**src/rtl/crtc_timing.sv**
```systemverilog
// crtc_timing: CRTC-style video timing generator producing sync, active flags, MA and RA.
// Optional hardware cursor is enabled by defining CRTC_TIMING_CURSOR_EN.
module crtc_timing #(
    parameter int PIXEL_BITS = 3,
    parameter int H_BITS     = 8,
    parameter int V_BITS     = 7,
    parameter int RA_BITS    = 5,
    parameter int SYNC_BITS  = 4,
    parameter int ADDR_WIDTH = 12
) (
    input  logic                  pixel_clk,
    input  logic                  reset,
    input  logic [H_BITS-1:0]     h_char_total,
    input  logic [H_BITS-1:0]     h_char_displayed,
    input  logic [H_BITS-1:0]     h_sync_pos,
    input  logic [SYNC_BITS-1:0]  h_sync_width,
    input  logic [V_BITS-1:0]     v_char_total,
    input  logic [V_BITS-1:0]     v_char_displayed,
    input  logic [V_BITS-1:0]     v_sync_pos,
    input  logic [SYNC_BITS-1:0]  v_sync_width,
    input  logic [RA_BITS-1:0]    v_char_height,
    input  logic [RA_BITS-1:0]    v_adjust,
    input  logic [ADDR_WIDTH-1:0] start_addr,
`ifdef CRTC_TIMING_CURSOR_EN
    input  logic [ADDR_WIDTH-1:0] cursor_addr,
    input  logic [RA_BITS-1:0]    cursor_start,
    input  logic [RA_BITS-1:0]    cursor_end,
    input  logic                  cursor_blink,
    output logic                  cursor,
`endif
    output logic [ADDR_WIDTH-1:0] addr_out,
    output logic [RA_BITS-1:0]    ra_out,
    output logic                  char_strobe,
    output logic                  h_sync,
    output logic                  v_sync,
    output logic                  h_active,
    output logic                  v_active,
    output logic                  frame_start
);

    typedef enum logic {ROWS, ADJUST} state_t;

    typedef struct packed {
        logic [H_BITS-1:0]    h_total;
        logic [H_BITS-1:0]    h_disp;
        logic [H_BITS-1:0]    h_spos;
        logic [SYNC_BITS-1:0] h_swid;
        logic [V_BITS-1:0]    v_total;
        logic [V_BITS-1:0]    v_disp;
        logic [V_BITS-1:0]    v_spos;
        logic [SYNC_BITS-1:0] v_swid;
        logic [RA_BITS-1:0]   v_height;
        logic [RA_BITS-1:0]   v_adjust;
    } cfg_t;

    state_t                state_q, state_d;
    cfg_t                  cfg_q, cfg_d, cfg_in;
    logic                  started_q;
    logic [PIXEL_BITS-1:0] pix_q, pix_d;
    logic [H_BITS-1:0]     hc_q, hc_d;
    logic [RA_BITS-1:0]    ra_q, ra_d;
    logic [V_BITS-1:0]     vc_q, vc_d;
    logic [ADDR_WIDTH-1:0] row_base_q, row_base_d;
    logic [SYNC_BITS-1:0]  hs_cnt_q, hs_cnt_d;
    logic [SYNC_BITS-1:0]  vs_cnt_q, vs_cnt_d;
    logic [ADDR_WIDTH-1:0] addr_q, addr_d;
    logic                  strobe_q, strobe_d;
    logic                  hs_q, hs_d, vs_q, vs_d;
    logic                  ha_q, ha_d, va_q, va_d;
    logic                  fs_q, fs_d;
    logic                  frame_wrap;
    logic                  pix_wrap, line_end;

    assign cfg_in = {h_char_total, h_char_displayed, h_sync_pos, h_sync_width,
                     v_char_total, v_char_displayed, v_sync_pos, v_sync_width,
                     v_char_height, v_adjust};

    assign pix_wrap = (pix_q == '1);
    assign line_end = pix_wrap && (hc_q == cfg_q.h_total);

    always_comb begin
        state_d    = state_q;
        cfg_d      = cfg_q;
        pix_d      = pix_q + PIXEL_BITS'(1);
        hc_d       = hc_q;
        ra_d       = ra_q;
        vc_d       = vc_q;
        row_base_d = row_base_q;
        frame_wrap = 1'b0;

        if (line_end) begin
            hc_d = '0;
            ra_d = ra_q + RA_BITS'(1);
            if (state_q == ROWS && ra_q == cfg_q.v_height) begin
                ra_d = '0;
                if (vc_q != cfg_q.v_total) begin
                    vc_d       = vc_q + V_BITS'(1);
                    row_base_d = row_base_q + ADDR_WIDTH'(cfg_q.h_disp);
                end else if (cfg_q.v_adjust != '0) begin
                    state_d = ADJUST;
                end else begin
                    frame_wrap = 1'b1;
                end
            end else if (state_q == ADJUST && ra_q == cfg_q.v_adjust - RA_BITS'(1)) begin
                frame_wrap = 1'b1;
            end
        end else if (pix_wrap) begin
            hc_d = hc_q + H_BITS'(1);
        end

        // The first clock after reset release is itself a frame start.
        fs_d = frame_wrap || !started_q;
        if (fs_d) begin
            state_d    = ROWS;
            cfg_d      = cfg_in;
            pix_d      = '0;
            hc_d       = '0;
            ra_d       = '0;
            vc_d       = '0;
            row_base_d = start_addr;
        end

        // Sync pulses run on their own down-counters so they can span line/frame wraps.
        hs_cnt_d = hs_cnt_q;
        if (pix_wrap || fs_d) begin
            if (hc_d == cfg_d.h_spos)
                hs_cnt_d = cfg_d.h_swid;
            else if (hs_cnt_q != '0)
                hs_cnt_d = hs_cnt_q - SYNC_BITS'(1);
        end

        vs_cnt_d = vs_cnt_q;
        if (line_end || fs_d) begin
            if (state_d == ROWS && vc_d == cfg_d.v_spos && ra_d == '0)
                vs_cnt_d = cfg_d.v_swid;
            else if (vs_cnt_q != '0)
                vs_cnt_d = vs_cnt_q - SYNC_BITS'(1);
        end

        addr_d   = row_base_d + ADDR_WIDTH'(hc_d);
        strobe_d = (pix_d == '0);
        hs_d     = (hs_cnt_d != '0);
        vs_d     = (vs_cnt_d != '0);
        ha_d     = (hc_d < cfg_d.h_disp);
        va_d     = (state_d == ROWS) && (vc_d < cfg_d.v_disp);
    end

    always_ff @(posedge pixel_clk or posedge reset) begin
        if (reset) begin
            state_q    <= ROWS;
            cfg_q      <= '0;
            started_q  <= 1'b0;
            pix_q      <= '0;
            hc_q       <= '0;
            ra_q       <= '0;
            vc_q       <= '0;
            row_base_q <= '0;
            hs_cnt_q   <= '0;
            vs_cnt_q   <= '0;
            addr_q     <= '0;
            strobe_q   <= 1'b0;
            hs_q       <= 1'b0;
            vs_q       <= 1'b0;
            ha_q       <= 1'b0;
            va_q       <= 1'b0;
            fs_q       <= 1'b0;
        end else begin
            state_q    <= state_d;
            cfg_q      <= cfg_d;
            started_q  <= 1'b1;
            pix_q      <= pix_d;
            hc_q       <= hc_d;
            ra_q       <= ra_d;
            vc_q       <= vc_d;
            row_base_q <= row_base_d;
            hs_cnt_q   <= hs_cnt_d;
            vs_cnt_q   <= vs_cnt_d;
            addr_q     <= addr_d;
            strobe_q   <= strobe_d;
            hs_q       <= hs_d;
            vs_q       <= vs_d;
            ha_q       <= ha_d;
            va_q       <= va_d;
            fs_q       <= fs_d;
        end
    end

    assign addr_out    = addr_q;
    assign ra_out      = ra_q;
    assign char_strobe = strobe_q;
    assign h_sync      = hs_q;
    assign v_sync      = vs_q;
    assign h_active    = ha_q;
    assign v_active    = va_q;
    assign frame_start = fs_q;

`ifdef CRTC_TIMING_CURSOR_EN
    logic [ADDR_WIDTH-1:0] cur_addr_q, cur_addr_d;
    logic [RA_BITS-1:0]    cur_start_q, cur_start_d;
    logic [RA_BITS-1:0]    cur_end_q, cur_end_d;
    logic                  cur_blink_q, cur_blink_d;
    logic [4:0]            frame_cnt_q, frame_cnt_d;
    logic                  cursor_q, cursor_d;

    always_comb begin
        cur_addr_d  = cur_addr_q;
        cur_start_d = cur_start_q;
        cur_end_d   = cur_end_q;
        cur_blink_d = cur_blink_q;
        frame_cnt_d = frame_cnt_q;
        if (fs_d) begin
            cur_addr_d  = cursor_addr;
            cur_start_d = cursor_start;
            cur_end_d   = cursor_end;
            cur_blink_d = cursor_blink;
            frame_cnt_d = started_q ? frame_cnt_q + 5'd1 : 5'd0;
        end
        // Bit 4 of the frame count gives a 16-on / 16-off blink.
        cursor_d = (addr_d == cur_addr_d) && (ra_d >= cur_start_d) && (ra_d <= cur_end_d)
                   && (state_d == ROWS) && (!cur_blink_d || !frame_cnt_d[4]);
    end

    always_ff @(posedge pixel_clk or posedge reset) begin
        if (reset) begin
            cur_addr_q  <= '0;
            cur_start_q <= '0;
            cur_end_q   <= '0;
            cur_blink_q <= 1'b0;
            frame_cnt_q <= '0;
            cursor_q    <= 1'b0;
        end else begin
            cur_addr_q  <= cur_addr_d;
            cur_start_q <= cur_start_d;
            cur_end_q   <= cur_end_d;
            cur_blink_q <= cur_blink_d;
            frame_cnt_q <= frame_cnt_d;
            cursor_q    <= cursor_d;
        end
    end

    assign cursor = cursor_q;
`endif

endmodule
```
**config.mk**
```make
export PLATFORM = sky130hd
export DESIGN_NAME = crtc_timing
export DESIGN_NICKNAME = d
export VERILOG_FILES = /design/src/rtl/crtc_timing.sv
export SDC_FILE = /design/constraint.sdc
export NUM_CORES = 1
export LEC_CHECK = 0
export CAP_MARGIN = 20
export CORE_UTILIZATION = 35
export CTS_CLUSTER_SIZE = 14
export DETAILED_ROUTE_END_ITERATION = 7
export GPL_TIMING_DRIVEN = 0
export SLEW_MARGIN = 10
export SYNTH_ARGS = -nofsm -noshare
export SYNTH_HDL_FRONTEND = slang
export SYNTH_SLANG_ARGS = --single-unit
export TNS_END_PERCENT = 5
```
**constraint.sdc**
```tcl
create_clock -name pixel_clk -period 4.3 [get_ports pixel_clk]
set_input_delay 0.86 -clock pixel_clk [delete_from_list [all_inputs] [get_ports pixel_clk]]
set_output_delay 0.86 -clock pixel_clk [all_outputs]
set_load 0.02 [all_outputs]
```
==> After elaboration in Yosys (flattened, before gate mapping) <==
Cells that the tools add are included.
{ "totals": {"reg_bits": 126, "latchBits": 0, "ramBits": 0, "mem_bits_ro": 0, "in_bits": 77, "out_inout_bits": 23, "elab_cells": 95, "memories": 0} }
{ "classes": {"n_addsub": 9, "multipliers": 0, "div_mod_pow": 0, "order_cmp": 2, "n_eq_ne": 7, "n_shift": 0, "mux": 32, "bitwise": 2, "reduce_logical": 17} }
{ "ops": {"columns": ["op", "count"], "rows": [
  ["55-bit two-way mux", 1],
  ["12-bit two-way mux", 4],
  ["7-bit two-way mux", 4],
  ["12-bit by 8-bit adder with 12-bit output", 2],
  ["4-bit two-way mux", 6],
  ["8-bit two-way mux", 3],
  ["8-bit == test", 2],
  ["4-bit nonzero test", 4],
  ["5-bit two-way mux", 3],
  ["5-bit == test", 2],
  ["1-bit two-way mux", 10],
  ["8-bit by 1-bit adder with 8-bit output (second input constant)", 1],
  ["8-bit < comparator", 1],
  ["4-bit by 1-bit subtractor with 4-bit output (second input constant)", 2],
  ["7-bit by 1-bit adder with 7-bit output (second input constant)", 1],
  ["7-bit == test", 1],
  ["7-bit < comparator", 1],
  ["7-bit inequality test", 1],
  ["1-bit logical AND", 6],
  ["5-bit by 1-bit adder with 5-bit output (second input constant)", 1],
  ["5-bit logical NOT", 1],
  ["5-bit nonzero test", 1],
  ["5-bit by 1-bit subtractor with 5-bit output (second input constant)", 1],
  ["3-bit by 1-bit adder with 3-bit output (second input constant)", 1],
  ["6 further kinds", 9]
]} }

==> Logic depth before layout (Yosys ltp) <==
Gate-level depths: netlist (run 1).
{ "logic_depth": {"word_depth": 14, "ltp_mapped": 25} }

==> Least setup slack after synthesis (run 1) <==
OpenSTA, ideal clock, no wires.
{ "synth_timing": {"kind": "reg-to-reg", "from": "reg cfg_q[0] in the netlist's numbering", "to": "reg addr_q[11] (netlist: addr_out[11])", "setup_ps": 130, "arrival_ps": 4155, "path_slack_ps": 15, "stages_incl_launch_ff": 24, "period_less_slack_ps": 4285, "path_cell_list": "dfrtp_1 > inv_1 > ha_1 > nor4b_1 > nand4b_1 > o41a_1 > a21bo_2 > nand2_1 > inv_2 > clkbuf_1 > buf_1 > nand2_1 > o21ai_0 > ha_1 > a21o_1 > a21oi_1 > o21bai_1 > a21oi_1 > o21bai_1 > a21oi_1 > nor2b_1 > o21a_1 > nand3_1 > xnor2_1"} }
{ "synth_between": {"elab_chain_cells": 9, "word_cells_on_any_way": 13, "cone_classes": "add/sub (2); eq/ne (1); mux (7); reduce/logical (3)"} }
{ "synth_lines": {"columns": ["element", "line", "rtl"], "rows": [
  ["start: declaration", "57", "cfg_t cfg_q, cfg_d, cfg_in;"],
  ["start signal: assignment", "169", "cfg_q <= cfg_d;"],
  ["5-bit by 1-bit subtractor with 5-bit output", "104", "end else if (state_q == ADJUST && ra_q == cfg_q.v_adjust - RA_BITS'(1)) begin"],
  ["5-bit == test", "104", null],
  ["1-bit logical AND", "104", null],
  ["1-bit two-way mux", "104", null],
  ["1-bit two-way mux (*)", "94", "if (state_q == ROWS && ra_q == cfg_q.v_height) begin"],
  ["1-bit two-way mux (*)", "91", "if (line_end) begin"],
  ["1-bit logical OR (*)", "112", "fs_d = frame_wrap || !started_q;"],
  ["12-bit two-way mux (*)", "113", "if (fs_d) begin"],
  ["via row_base_d[1]", "63", "logic [ADDR_WIDTH-1:0] row_base_q, row_base_d;"],
  ["12-bit by 8-bit adder with 12-bit output (*)", "140", "addr_d = row_base_d + ADDR_WIDTH'(hc_d);"],
  ["via addr_d[11]", "66", "logic [ADDR_WIDTH-1:0] addr_q, addr_d;"],
  ["end signal: assignment", "178", "addr_q <= addr_d;"],
  ["end: declaration", "66", null]
]} }
Mark *: on every way through the listed nets, which the timed path passes. The rest lies on a longest branch.
A chain may end at the register's enable or synchronous reset.

==> Final worst setup path (run 1) <==
{ "layout_timing": {"from": "reg pix_q[0]", "to": "reg vs_q (netlist: v_sync)"} }
{ "layout_between": {"elab_chain_cells": 11, "word_cells_on_any_way": 20, "cone_classes": "eq/ne (2); mux (10); bitwise (1); reduce/logical (7)"} }
{ "layout_lines": {"columns": ["element", "line", "rtl"], "rows": [
  ["start: declaration", "59", "logic [PIXEL_BITS-1:0] pix_q, pix_d;"],
  ["start signal: assignment", "171", "pix_q <= pix_d;"],
  ["3-bit == test (*)", "78", "assign pix_wrap = (pix_q == '1);"],
  ["1-bit logical AND (*)", "79", "assign line_end = pix_wrap && (hc_q == cfg_q.h_total);"],
  ["1-bit two-way mux", "91", null],
  ["1-bit logical OR", "112", null],
  ["7-bit two-way mux, or another cell as far along", "113", null],
  ["7-bit == test or 1-bit inverter (tied branches)", "134", "if (state_d == ROWS && vc_d == cfg_d.v_spos && ra_d == '0)"],
  ["1-bit logical AND (2 in series)", "134", null],
  ["4-bit two-way mux", "134", null],
  ["4-bit two-way mux (*)", "133", "if (line_end || fs_d) begin"],
  ["via vs_cnt_d[1]", "65", "logic [SYNC_BITS-1:0] vs_cnt_q, vs_cnt_d;"],
  ["4-bit nonzero test (*)", "143", "vs_d = (vs_cnt_d != '0);"],
  ["via vs_d", "68", "logic hs_q, hs_d, vs_q, vs_d;"],
  ["end signal: assignment", "181", "vs_q <= vs_d;"],
  ["end: declaration", "68", null]
]} }
Marked as above.

==> flow_metrics.py, run 1 <==
metrics = {
    "drt": {
        "drt_iter0_markers": 376,
        "post-route-drc-count": 0,
        "drt-wirelength-per-cell_um": 16.44,
        "wl_um": 20090,
        "drt_first_pass_iters": 4,
        "vias_per_cell": 5.086,
        "vias": 6215,
        "ant_nets": 0,
    },
    "critical_path": {
        "crit_fanout": 10,
        "cpMostUsedCell": "buf_2",
        "crit_path_end_kind": "flop",
        "required_ns": 4.58,
        "crit_path_cell_trace": "ha_1, ha_1, buf_2, inv_2, nor2_4, and3_1, buf_2, buf_2, a41oi_1, a2111oi_0, nand3_1, nor3_1, o31ai_1, a211o_1, or4b_1",
        "max_stage_delay_ns": 0.56,
        "cp-start-kind": "flop",
        "worstPathArrival_ns": 4.38,
        "critical-path-slowest-cell": "a2111oi_0",
        "worst-setup-path-type": "flop to flop",
    },
    "synthesis": {
        "synth-simple-area-share": 0.2130,
        "netlist_instances": 813,
        "muxShareOfSynthArea": 0.03628,
        "async_reset_ff_frac": 1.000,
        "seq_area_frac_synth": 0.4233,
        "ys_ff_latch": 126,
        "synthAdderAreaFrac": 0.06753,
        "avgSynthCellArea_sq_um": 9.162,
        "ys_warn_count": 0,
        "yosysTopAreaCellShare": 0.4233,
        "synthesis.nets": 929,
        "synth-edff-count": 0,
        "yosysUniqueCellTypes": 74,
        "synth_ff_type": "dfrtp_1",
        "synth_compound_area_frac": 0.1334,
        "synthesis.area_sq_um": 7448,
        "synth_xor_area_frac": 0.08063,
        "netlist.top_cell.by_area": "dfrtp_1",
        "synth_top_family_by_area": "simple AND/OR/NAND/NOR gates",
        "synth.area.top_cells": "dfrtp_1 42%, nand2_1 8.0%, ha_1 6.2%",
    },
    "floorplanning": {
        "core_area_sq_um": 20960,
        "io_pins": 100,
        "die_y_um": 147.9,
        "die_x_um": 147.9,
        "row_count": 53,
        "die_area_sq_um": 21870,
        "initial_utilization": 0.3554,
    },
    "clock_tree": {
        "clock_latency_ns": 0.42,
        "cts_tree": "done",
        "clk_pin_slew_ns": 0.05,
        "numCtsBuffers": 17,
        "cts-root-buf": "clkbuf_16",
        "cts.hold.buffers_added": 0,
        "cts.sinks": 126,
        "clock_path_buffers": 2,
        "htreeDepth": 4,
    },
    "timing": {
        "max_freq_mhz": 244.2,
        "slew_viol_final": 0,
        "setup_viol": 0,
        "tightest_slew_ns": 0.8825,
        "tns_ns": 0,
        "relSlewSlack": 0.4062,
        "hold_violations": 0,
        "fin_crit_sh": 0.9525,
        "period_needed_ns": 4.096,
        "skew_ns": 0.009219,
    },
    "min_path": {
        "hp-class": "flop to flop",
    },
    "final_layout": {
        "insertedDiodeCount": 0,
        "final_layout_size_suffix_gt1_frac": 0.1109,
        "syn_to_final_growth_pct": 29.35,
        "final_net_count": 1051,
        "fillers": 2059,
    },
    "outcome": {
        "status": "finished, final reports clean",
    },
    "global_route": {
        "grt_pass1_wl_um": 32050,
        "grt_antenna_before_repair": 0,
        "grt_max_degree": 78,
        "grt_usage": 0.1911,
        "gr-total-overflow": 0,
        "grt_pass1_vias": 6216,
    },
    "job": {
        "cap_violations": 0,
    },
    "place": {
        "dpl.hpwl_um": 15000,
        "gp_congestion": 0.8796,
        "io_buffers": 99,
    },
    "power_and_ir_drop": {
        "pwr-share-comb": 0.220,
        "p_sw_uw": 1130,
        "internal_power_uw": 2831,
        "clkPwrFrac": 0.407,
        "pwr-share-seq": 0.373,
        "peakVddDrop_v": 0.0002607,
        "p_sw_frac": 0.2853,
        "p_leak_uw": 0.004366,
        "finalPower_uw": 3961,
        "pwr_density_cell_nw_per_um2": 411.2,
    },
}
-- cells in the mapped netlist (11+ instances only) --
cell type and instances:
a21oi_1 38, and3_1 11, buf_2 14, clkbuf_1 19, dfrtp_1 126, ha_1 37
inv_1 37, mux2i_1 18, nand2_1 158, nand3_1 23, nand4_1 15, nor2_1 51
nor3_1 16, o21ai_0 25, xnor2_1 42, xor2_1 21
-- placed cells by master (no fill, tap or decap), drive strengths merged, types with 5 or more instances in the layout --
| master | netlist | routed |
|---|---|---|
| xor2 | 21 | 21 |
| o31ai | 7 | 7 |
| a211o | 5 | 5 |
| buf | 19 | 27 |
| o21a | 6 | 6 |
| nor3 | 17 | 17 |
| inv | 38 | 39 |
| ha | 37 | 37 |
| a21oi | 38 | 38 |
| nand3 | 24 | 24 |
| o21bai | 7 | 7 |
| nor4 | 10 | 10 |
| bufinv | 0 | 5 |
| o21ai | 28 | 28 |
| dfrtp | 126 | 126 |
| nand2b | 8 | 8 |
| mux2i | 18 | 18 |
| nand4 | 15 | 15 |
| nor2b | 5 | 5 |
| nand2 | 158 | 158 |
| mux2 | 8 | 8 |
| xnor2 | 45 | 45 |
| clkbuf | 20 | 36 |
| a211oi | 8 | 8 |
| a21o | 6 | 6 |
| clkdlybuf4s50 | 0 | 99 |
| and3 | 11 | 11 |
| nor2 | 51 | 51 |
| and2 | 10 | 10 |
-- worst paths after layout --
| path | start | end | slack (ns) | cells past startpoint |
|---|---|---|---|---|
| hold reg to reg | pix_q[0] | pix_q[0] | 0.45 | 1 |
| min in group asynchronous | reset | cfg_q[37] | 0.86 | 2 |
| setup reg to reg | pix_q[0] | v_sync | 0.20 | 15 |
| setup / recovery | pix_q[0] | v_sync | 0.20 | 15 |
| hold / removal | pix_q[0] | pix_q[0] | 0.45 | 1 |
| max in group asynchronous | reset | cfg_q[22] | 2.70 | 3 |
-- power by group through the flow --
stage / Clock, uW / Combinational, uW / Sequential, uW
finish: 1610 / 873 / 1480
global route: 1670 / 975 / 1490
floorplan: 0 / 559 / 1490
global placement: 0 / 838 / 1490
CTS: 1630 / 865 / 1470
detailed placement: 0 / 849 / 1490
-- registers in the layout (all words and copies together) (netlist names) --
signal and flops:
h_sync 1, row_base_q 12, state_q 1, pix_q 3, v_active 1, ra_out 5, vs_cnt_q 4, started_q 1
frame_start 1, vc_q 7, char_strobe 1, cfg_q 63, hs_cnt_q 4, v_sync 1, hc_q 8, addr_out 12
h_active 1
-- kinds of logic after synthesis --
kind of cell | count (synthesis)
compound gates | 145
xor+xnor | 66
fa+ha+maj | 39
buf+inv | 77
flops | 126
mux | 26
other cells | 1
simple gates | 333
-- metrics by stage --
stage / util / hold slack (ns) / setup WS (ns) / area, sq um / instances
final: 0.4598 / 0.4460 / 0.2042 / 9634 / 1222
after global routing: 0.4598 / 0.4849 / -0.003842 / 9634 / 1222
after CTS: 0.4558 / 0.4497 / 0.01011 / 9552 / 1217
after detailed placement: 0.4207 / 0.4416 / -1.255 / 8816 / 1188
after global placement: 0.4192 / 0.4404 / -2.002 / 8783 / 1187
after floorplan: - / 0.4220 / 0.01535 / 7448 / 813
-- layer usage --
metal / up-vias / wire [um] / part of all wire / global-route usage
met5: - / 0 / 0 / 0
met4: 0 / 355 / 0.018 / 0.06289
met3: 24 / 1077 / 0.054 / 0.04444
met2: 150 / 9000 / 0.45 / 0.3012
met1: 2967 / 9653 / 0.48 / 0.2579
li1: 3074 / - / - / -
-- layout make-up --
type	instances	area [sq um]	area share
Clock inverter	11	186.4	0.01935
Sequential cell	126	3153	0.3273
Buffer	37	229.0	0.02377
Inverter	38	155.1	0.01610
Clock buffer	20	466.7	0.04844
Multi-Input combinational cell	610	4044	0.4197
Tap cell	275	344.1	0.03571
Timing Repair Buffer	105	1056	0.1096
-- critical path, delay by kind of cell (launching register included) --
family	cells	cell delay [ns]
compound gates	4	1.13
fa+ha+maj	2	0.28
buf+inv	4	0.73
flops	1	0.34
simple gates	5	1.46
-- repair_timing --
| action | 4_1_cts | 5_1_grt |
|---|---|---|
| gates resized for setup | 29 | 16 |
| setup buffers | 0 | 5 |
| endpoints found under the setup margin | 12 | 4 |
| pin swaps | 0 | 6 |
| cloned | 0 | 0 |
Power figures use the tool's default switching activity.
==> inputs of run 2 (changes only) <==
--- a/config.mk
+++ b/config.mk
@@ -10,6 +10,7 @@
 export CTS_CLUSTER_SIZE = 14
 export DETAILED_ROUTE_END_ITERATION = 7
 export GPL_TIMING_DRIVEN = 0
+export MAX_ROUTING_LAYER = met4
 export SLEW_MARGIN = 10
 export SYNTH_ARGS = -nofsm -noshare
 export SYNTH_HDL_FRONTEND = slang
==> flow_metrics.py, run 2 (synthesis gave the netlist of run 1 again) <==
metrics = {
    "critical_path": {
        "cp-start-kind": "flop",
        "cpMostUsedCell": "a21oi_2",
        "worst-setup-path-type": "flop to flop",
        "crit_path_cell_trace": "inv_1, ha_2, nor4b_4, nand4b_1, o41a_1, a21bo_2, nand2_2, inv_8, buf_6, nand2_1, o21ai_2, ha_1, a21o_1, a21oi_2, o21bai_1, a21oi_2, o21bai_1, a21oi_2, nor2b_1, o21a_1, nand3_1, xnor2_1",
        "worstPathArrival_ns": 4.42,
        "max_stage_delay_ns": 0.40,
        "crit_fanout": 10,
        "crit_family": "compound AO/OA/AOI/OAI gates",
        "crit_path_end_kind": "flop",
        "critical-path-slowest-cell": "dfrtp_1",
        "required_ns": 4.65,
        "crit_buf_inv": 3,
    },
    "drt": {
        "drt_iter0_markers": 329,
        "wl_um": 20240,
        "vias_per_cell": 5.133,
        "drt-wirelength-per-cell_um": 16.58,
        "drt_first_pass_iters": 5,
        "vias": 6268,
        "post-route-drc-count": 0,
        "ant_nets": 0,
    },
    "place": {
        "placedInstanceArea_sq_um": 8816,
        "io_buffers": 99,
        "dpl.hpwl_um": 15260,
        "gp_congestion": 0.8834,
        "pre_cts_ws_ns": -1.257,
    },
    "global_route": {
        "grt_antenna_before_repair": 0,
        "grt_usage": 0.2019,
        "grt_pass1_wl_um": 32930,
        "grt_pass1_vias": 6379,
        "grt_max_degree": 79,
        "gr-total-overflow": 0,
        "grt_use_met2": 0.3165,
        "globalRouteMet1Util": 0.2629,
        "grt-busiest-layer": "met2",
        "grtUsageMet3": 0.04475,
    },
    "clock_tree": {
        "clock_path_buffers": 2,
        "numCtsBuffers": 17,
        "cts_tree": "done",
        "htreeDepth": 4,
        "cts.sinks": 126,
        "cts-root-buf": "clkbuf_16",
        "clk_pin_slew_ns": 0.06,
        "clock_latency_ns": 0.43,
    },
    "timing": {
        "fin_ws_ns": 0.2221,
        "max_freq_mhz": 245.2,
        "slew_viol_final": 0,
        "hold_violations": 0,
        "tns_ns": 0,
        "rsz0062_at_grt": "true",
        "tightest_slew_ns": 0.7556,
        "period_needed_ns": 4.078,
        "skew_ns": 0.01242,
        "relSlewSlack": 0.4909,
        "holdWs_ns": 0.4439,
        "fin_crit_sh": 0.9483,
        "setup_viol": 0,
    },
    "final_layout": {
        "finish.utilization": 0.4576,
        "syn_to_final_growth_pct": 28.74,
        "final_net_count": 1050,
        "final_common_cell": "nand2_1",
        "final_layout_size_suffix_gt1_frac": 0.1089,
        "final_cell_area_sq_um": 9589,
        "final_cell_mix": "157 x nand2_1, 126 x dfrtp_1, 99 x clkdlybuf4s50_1",
        "top_register": "cfg_q",
        "insertedDiodeCount": 0,
        "largest_reg_flops": 63,
    },
    "min_path": {
        "hp-class": "flop to flop",
    },
    "floorplanning": {
        "core_area_sq_um": 20960,
        "io_pins": 100,
        "die_x_um": 147.9,
        "initial_utilization": 0.3554,
        "row_count": 53,
        "die_area_sq_um": 21870,
        "die_y_um": 147.9,
    },
    "power_and_ir_drop": {
        "clkPwrFrac": 0.395,
        "p_sw_uw": 1126,
        "pwr-share-seq": 0.380,
        "pwr_density_cell_nw_per_um2": 404.2,
        "p_sw_frac": 0.2905,
        "internal_power_uw": 2750,
        "p_leak_uw": 0.004332,
        "peakVddDrop_v": 0.0002139,
        "pwr-share-comb": 0.225,
    },
    "job": {
        "cap_violations": 0,
    },
    "outcome": {
        "status": "finished, final reports clean",
    },
}
-- run 2: changes by cell type in the layout (fill, tap and decap cells not counted), moves of 2 or more --
cell	before	now
clkinv_2	4	0
clkinvlp_4	1	4
bufinv_16	5	3
clkbuf_8	4	6
-- run 2: layout make-up --
class / count / area [sq um]
inverter: 38 / 155.1
multi-input combinational: 610 / 4038
clock buffer: 23 / 498.0
clock inverter: 8 / 128.9
buffer: 36 / 216.5
tap: 275 / 344.1
fill: 2084 / 11370
timing repair buffer: 105 / 1056
sequential: 126 / 3153
-- run 2: repair_timing --
item | 4_1_cts | 5_1_grt
pin swaps | 0 | 4
setup endpoints to repair | 12 | 7
resized for setup | 24 | 14
hold buffers | 0 | 0
buffers inserted | 0 | 5
-- run 2: worst reg2reg max path: stages, from the launching register on --
cell and delay, ns:
dfrtp_1 0.40, inv_1 0.09, ha_2 0.21, nor4b_4 0.25, nand4b_1 0.15, o41a_1 0.34
a21bo_2 0.26, nand2_2 0.11, inv_8 0.10, buf_6 0.18, nand2_1 0.09, o21ai_2 0.10
ha_1 0.27, a21o_1 0.19, a21oi_2 0.20, o21bai_1 0.12, a21oi_2 0.18, o21bai_1 0.11
a21oi_2 0.17, nor2b_1 0.06, o21a_1 0.19, nand3_1 0.10, xnor2_1 0.13
-- run 2: worst paths after layout --
path | startpoint | slack [ns] | depth (start not counted) | endpoint
max | cfg_q[0] | 0.22 | 22 | addr_out[11]
min | pix_q[0] | 0.44 | 1 | pix_q[0]
max reg2reg | cfg_q[0] | 0.22 | 22 | addr_out[11]
min reg2reg | pix_q[0] | 0.44 | 1 | pix_q[0]
max in group asynchronous | reset | 2.71 | 3 | vc_q[5]
min in group asynchronous | reset | 0.85 | 2 | cfg_q[38]
-- run 2: power groups by stage --
stage | Sequential [uW] | Clock [uW] | Combinational, uW
floorplan | 1490 | 0 | 559
global placement | 1490 | 0 | 839
detailed placement | 1490 | 0 | 855
CTS | 1470 | 1550 | 868
global route | 1500 | 1610 | 988
finish | 1470 | 1530 | 873
-- run 2: routing by layer --
metal,vias up,share of wire,routed length (um)
met1,3007,0.47,9603
li1,3067,-,-
met4,0,0.012,238
met3,22,0.058,1166
met2,172,0.46,9231
met5,-,0,0
-- run 2: stage by stage --
step	cells	total power, uW
final	1221	3876
after global routing	1221	4092
after CTS	1216	3895
after detailed placement	1188	2344
after global placement	1187	2328
after floorplan	813	2052
==> inputs of run 3 (changes only) <==
--- a/config.mk
+++ b/config.mk
@@ -10,7 +10,6 @@
 export CTS_CLUSTER_SIZE = 14
 export DETAILED_ROUTE_END_ITERATION = 7
 export GPL_TIMING_DRIVEN = 0
-export MAX_ROUTING_LAYER = met4
 export SLEW_MARGIN = 10
 export SYNTH_ARGS = -nofsm -noshare
 export SYNTH_HDL_FRONTEND = slang
==> results of run 3 <==
Same layout as run 1: the final DEF is identical, and so are final timing and power.
